===== src/rtl/seq_slice_adder.sv =====
// Multi-cycle adder/subtractor: processes SLICE bits per clock, LSB slice first,
// and publishes sum/cout/ovf only when the whole word is finished.
module seq_slice_adder #(
  parameter int WIDTH = 16,
  parameter int SLICE = 4
) (
  input  logic             clk,
  input  logic             rst,
  input  logic             start,
  input  logic             sub,
  input  logic [WIDTH-1:0] a,
  input  logic [WIDTH-1:0] b,
  input  logic             cin,
  output logic             busy,
  output logic             done,
  output logic [WIDTH-1:0] sum,
  output logic             cout,
  output logic             ovf
);

  localparam int N  = WIDTH / SLICE;
  localparam int CW = (N > 1) ? $clog2(N) : 1;
  localparam logic [CW-1:0] LAST = CW'(N - 1);

  typedef enum logic [1:0] {IDLE, RUN, DONE} state_t;

  state_t           r_state;
  logic [WIDTH-1:0] r_a;
  logic [WIDTH-1:0] r_b;
  logic             r_carry;
  logic             r_a_msb;
  logic             r_b_msb;
  logic [CW-1:0]    r_cnt;
  logic [WIDTH-1:0] r_shadow;

  logic [WIDTH-1:0] w_eff_b;
  logic [SLICE:0]   w_slice;
  logic [WIDTH-1:0] w_shadow;

  assign w_eff_b = sub ? ~b : b;

  // Operands shift right each RUN cycle, so the active slice is always the low bits.
  always_comb begin
    w_slice  = {1'b0, r_a[SLICE-1:0]} + {1'b0, r_b[SLICE-1:0]} + {{SLICE{1'b0}}, r_carry};
    w_shadow = r_shadow;
    w_shadow[r_cnt*SLICE +: SLICE] = w_slice[SLICE-1:0];
  end

  always_ff @(posedge clk) begin
    if (rst) begin
      r_state  <= IDLE;
      r_a      <= '0;
      r_b      <= '0;
      r_carry  <= 1'b0;
      r_a_msb  <= 1'b0;
      r_b_msb  <= 1'b0;
      r_cnt    <= '0;
      r_shadow <= '0;
      busy     <= 1'b0;
      done     <= 1'b0;
      sum      <= '0;
      cout     <= 1'b0;
      ovf      <= 1'b0;
    end else begin
      case (r_state)
        IDLE: begin
          done <= 1'b0;
          if (start) begin
            r_a     <= a;
            r_b     <= w_eff_b;
            r_carry <= sub ? 1'b1 : cin;
            r_a_msb <= a[WIDTH-1];
            r_b_msb <= w_eff_b[WIDTH-1];
            r_cnt   <= '0;
            r_state <= RUN;
            busy    <= 1'b1;
          end
        end
        RUN: begin
          r_a      <= r_a >> SLICE;
          r_b      <= r_b >> SLICE;
          r_carry  <= w_slice[SLICE];
          r_shadow <= w_shadow;
          r_cnt    <= r_cnt + 1'b1;
          if (r_cnt == LAST) begin
            r_state <= DONE;
            busy    <= 1'b0;
            done    <= 1'b1;
            sum     <= w_shadow;
            cout    <= w_slice[SLICE];
            ovf     <= (r_a_msb == r_b_msb) && (w_shadow[WIDTH-1] != r_a_msb);
          end
        end
        DONE: begin
          done    <= 1'b0;
          r_state <= IDLE;
        end
        default: begin
          r_state <= IDLE;
          busy    <= 1'b0;
          done    <= 1'b0;
        end
      endcase
    end
  end

endmodule


===== config.mk =====
export PLATFORM = sky130hd
export DESIGN_NAME = seq_slice_adder
export DESIGN_NICKNAME = d
export VERILOG_FILES = /design/src/rtl/seq_slice_adder.sv
export SDC_FILE = /design/constraint.sdc
export NUM_CORES = 1
export LEC_CHECK = 0
export ABC_AREA = 1
export CORE_MARGIN = 10
export CORE_UTILIZATION = 45
export CTS_CLUSTER_SIZE = 30
export DETAILED_ROUTE_END_ITERATION = 12
export PLACE_DENSITY_LB_ADDON = 0.12
export SYNTH_ARGS = -nofsm -noshare
export SYNTH_HDL_FRONTEND = slang
export SYNTH_SLANG_ARGS = --single-unit

===== constraint.sdc =====
create_clock -name clk -period 2.96 [get_ports clk]
set_input_delay 0.296 -clock clk [delete_from_list [all_inputs] [get_ports clk]]
set_output_delay 0.296 -clock clk [all_outputs]
set_load 0.05 [all_outputs]

==> key figures <==
Worst setup path
  – Critical R2R Launch: r_a[0]
  – WP data required: between 3 and 4 ns
  – Worst EP arrival: 2.25 ns
  – CP startpoint kind: register
  – Register-to-register setup slack: between 0.9 and 1 ns
  – Reg2reg end: r_shadow[13]
  – Cells on worst reg2reg path: 8
  – Critical path endpoint category: register
  – CP max FO: 3
  – Setup CP Type: register to register

Clock network
  – CTS tree: done
  – Hold buffers post-CTS: 0
  – H-tree levels: 3
  – Clk buf depth: 2
  – # clock sinks: 75
  – Clk slew on worst S/H paths: 0.07 ns
  – CTS Buf Count: 9
  – Post-cts sizing count: 0
  – Root Buffer Master: clkbuf_8
  – Clock latency on the worst-skew pair: between 0.3 and 0.4 ns
  – Setup Buffers After CTS: 0

Route
  – Vias: 3104
  – DRT iter0 DRCs: about 120
  – Top Layer Used: met4
  – DRT Wirelength: ~8400 µm
  – Number of vias per cell: about 4.9
  – Routed wire per std cell: approximately 13 µm
  – Met1 wire length: between 3000 and 4000 µm
  – Drt pass-1 iters: 4
  – Met2 WL: about 4100 µm
  – Detailed route wirelength on metal3: between 400 and 500 µm
  – Routed Antenna Nets: 0
  – Post-detailed-route DRC marker count: 0

Flow run
  – Maxcap violations: 0

Floorplanning
  – Initial Util: a little under half
  – DIE WIDTH: between 100 and 150 µm
  – Die Span Y: between 100 and 150 µm
  – Core area: between 7000 and 8000 µm²
  – Rows: 32
  – Die ar.: ~12000 µm²
  – IO Pins: 57

GRT
  – Vias in the first global route: 3203
  – GRT Residual Overflow: 0
  – Total global-route track usage: between 10% and 20%
  – First-pass GRT wire length: between 10000 and 15000 µm
  – Number of antenna violations at the first check in global routing: 0
  – Largest net degree at the start of global routing: 47

Power and ir drop
  – Sequential power share: a little under half
  – Pleak: approximately 2.0 nW
  – Clock power share: a little under two fifths
  – Power Internal: 1.76 mW
  – Worst ir drop on vdd: roughly 0.21 mV
  – Pwr per Cell Area: approximately 550 nW/µm²
  – Switching Power: around 0.64 mW
  – Net Sw Frac: between 20% and 30%
  – Combinational share of power: between 15 and 20%

Hold path
  – Hold path depth: 2
  – Hold-critical path endpoint: r_b[13]
  – HP Class: register to register
  – Hold Crit Start: r_b[13]

Logic synthesis
  – Top area cells in the synthesized netlist: dfxtp_1 42%, nand2_1 11%, inv_1 7.9%
  – Cell taking the most area after synthesis: dfxtp_1
  – Most frequent cell after synthesis: nand2_1
  – Sequential share of the synthesized area: a little over two fifths
  – Most instantiated cells after synthesis: 101 x nand2_1, 75 x dfxtp_1, 75 x inv_1
  – Synthesized Nets: 521
  – Syn Area/Cell: 7.52 µm²
  – Synth Instances: roughly 470
  – Area share of the largest cell type after synthesis: a little over two fifths
  – Synth Cell Area: 3560 µm²
  – Yosys warnings: 0
  – Dominant synthesized flop cell: dfxtp_1
  – Post-synth ARST share: 0%
  – Post-synth EDFFs: 0
  – Seq cells post-synth: 75
  – Yosys cell types: 34

Timing
  – Final TNS setup: 0 ns
  – Finish-stage setup viols: 0
  – Setup slack after layout: between 0.9 and 1 ns
  – Period utilization: 66.3%
  – Final Slew Violations: 0
  – Max Fclk: roughly 500 MHz
  – Min Tclk post-route: between 1.5 and 2 ns
  – Max_slew headroom: 66.3%
  – Clock skew: between 0.006 and 0.007 ns
  – Slew @ Worst Pin: around 0.50 ns
  – Hold Vio Cnt, Final: 0
  – RSZ-0062 raised after global routing: false

Layout
  – Nets: roughly 570
  – Share of layout cells above drive strength 1: under 10%
  – Fill count: 730
  – # diodes: 0
  – Area added between synthesis and finish: 23.4%

Place
  – Buffers added on ports: between 50 and 60
  – Routability cong.: 0.809
  – DP HPWL: 5910 µm
  – Dpl ws: 0.923 ns

Status
  – Status: finished clean
## layout by cell type, fill, tap and decap left out, types with 9 or more instances in the layout
master	n
nand3_1	9
xnor2_1	12
clkbuf_8	11
dfxtp_1	75
nor2_1	11
a21oi_1	32
clkdlybuf4s50_1	56
nand2_1	101
a31oi_1	12
o22ai_1	10
ha_1	9
o21ai_0	48
inv_1	75
o211ai_1	11
## power groups by stage
| stage | clock network, mW | registers, mW | logic, mW |
|---|---|---|---|
| 4_1_cts | 0.913 | 1.11 | 0.395 |
| 3_3_place_gp | 0 | 1.13 | 0.387 |
| 2_1_floorplan | 0 | 1.13 | 0.271 |
| 6_report | 0.895 | 1.11 | 0.394 |
| 3_5_place_dp | 0 | 1.13 | 0.394 |
| 5_1_grt | 0.957 | 1.12 | 0.445 |
## worst max-delay path: stages (launching register included)
cell	delay, ns
dfxtp_1	0.33
fa_1	0.46
inv_1	0.08
fa_1	0.43
nor2_1	0.17
nand2_1	0.10
o22ai_1	0.18
o21ai_0	0.10
inv_1	0.07
## state kept, by name, indices dropped and copies added, names as in the netlist
signal and cells:
r_shadow 16, r_a_msb 1, r_b_msb 1, r_state 2
ovf 1, r_a 16, done 1, cout 1
r_cnt 2, r_carry 1, busy 1, sum 16
r_b 16
## layout make-up
type	count	area (µm²)	area share, %
repair buffers	61	598	13.6
inverters	82	310	7.07
clock buffers	12	155	3.54
well taps	102	128	2.91
clock inverters	4	72.6	1.65
flip-flops and latches	75	1500	34.2
multi-input cells	292	1620	37.0
## worst max path at each step
stage                  start            to  slack [ns]  cells after the start
finish                r_a[0]  r_shadow[13]         1.0                      8
global route        r_cnt[0]   r_shadow[3]        0.84                      9
CTS                   r_a[0]  r_shadow[13]        0.99                      8
detailed placement     start        r_b[0]        0.92                      8
global placement       start        r_b[0]        0.89                      8
floorplan             r_a[0]  r_shadow[13]        1.19                      8
## cells by family (layout without fill, tap and decap cells)
kind of cell | count (synthesis) | in the layout | share of synthesized area (%)
AO/OA/AOI/OAI | 134 | 134 | 21.8
AND/OR/NAND/NOR | 130 | 130 | 15.3
buffers and inverters | 106 | 159 | 12.2
flip-flops | 75 | 75 | 42.2
XOR/XNOR | 17 | 17 | 4.19
adder cells (fa/ha/maj) | 11 | 11 | 4.29
## routing by layer
metal,track usage [%],vias to the layer above
li1,-,1623
met1,17.2,1415
met2,26.0,59
met3,4.07,7
met4,4.80,0
met5,0,-
## through the flow
stage	total power, mW	hold slack [ns]	utilization (%)	cells	area [µm²]
global route	2.52	0.490	56.8	628	4390
CTS	2.42	0.466	56.8	628	4390
detailed placement	1.53	0.454	53.8	612	4160
global placement	1.52	0.450	53.8	612	4160
floorplan	1.40	0.371	-	473	3560
finish	2.40	0.465	56.8	628	4390
No activity file was read; power rests on OpenSTA's default activity.
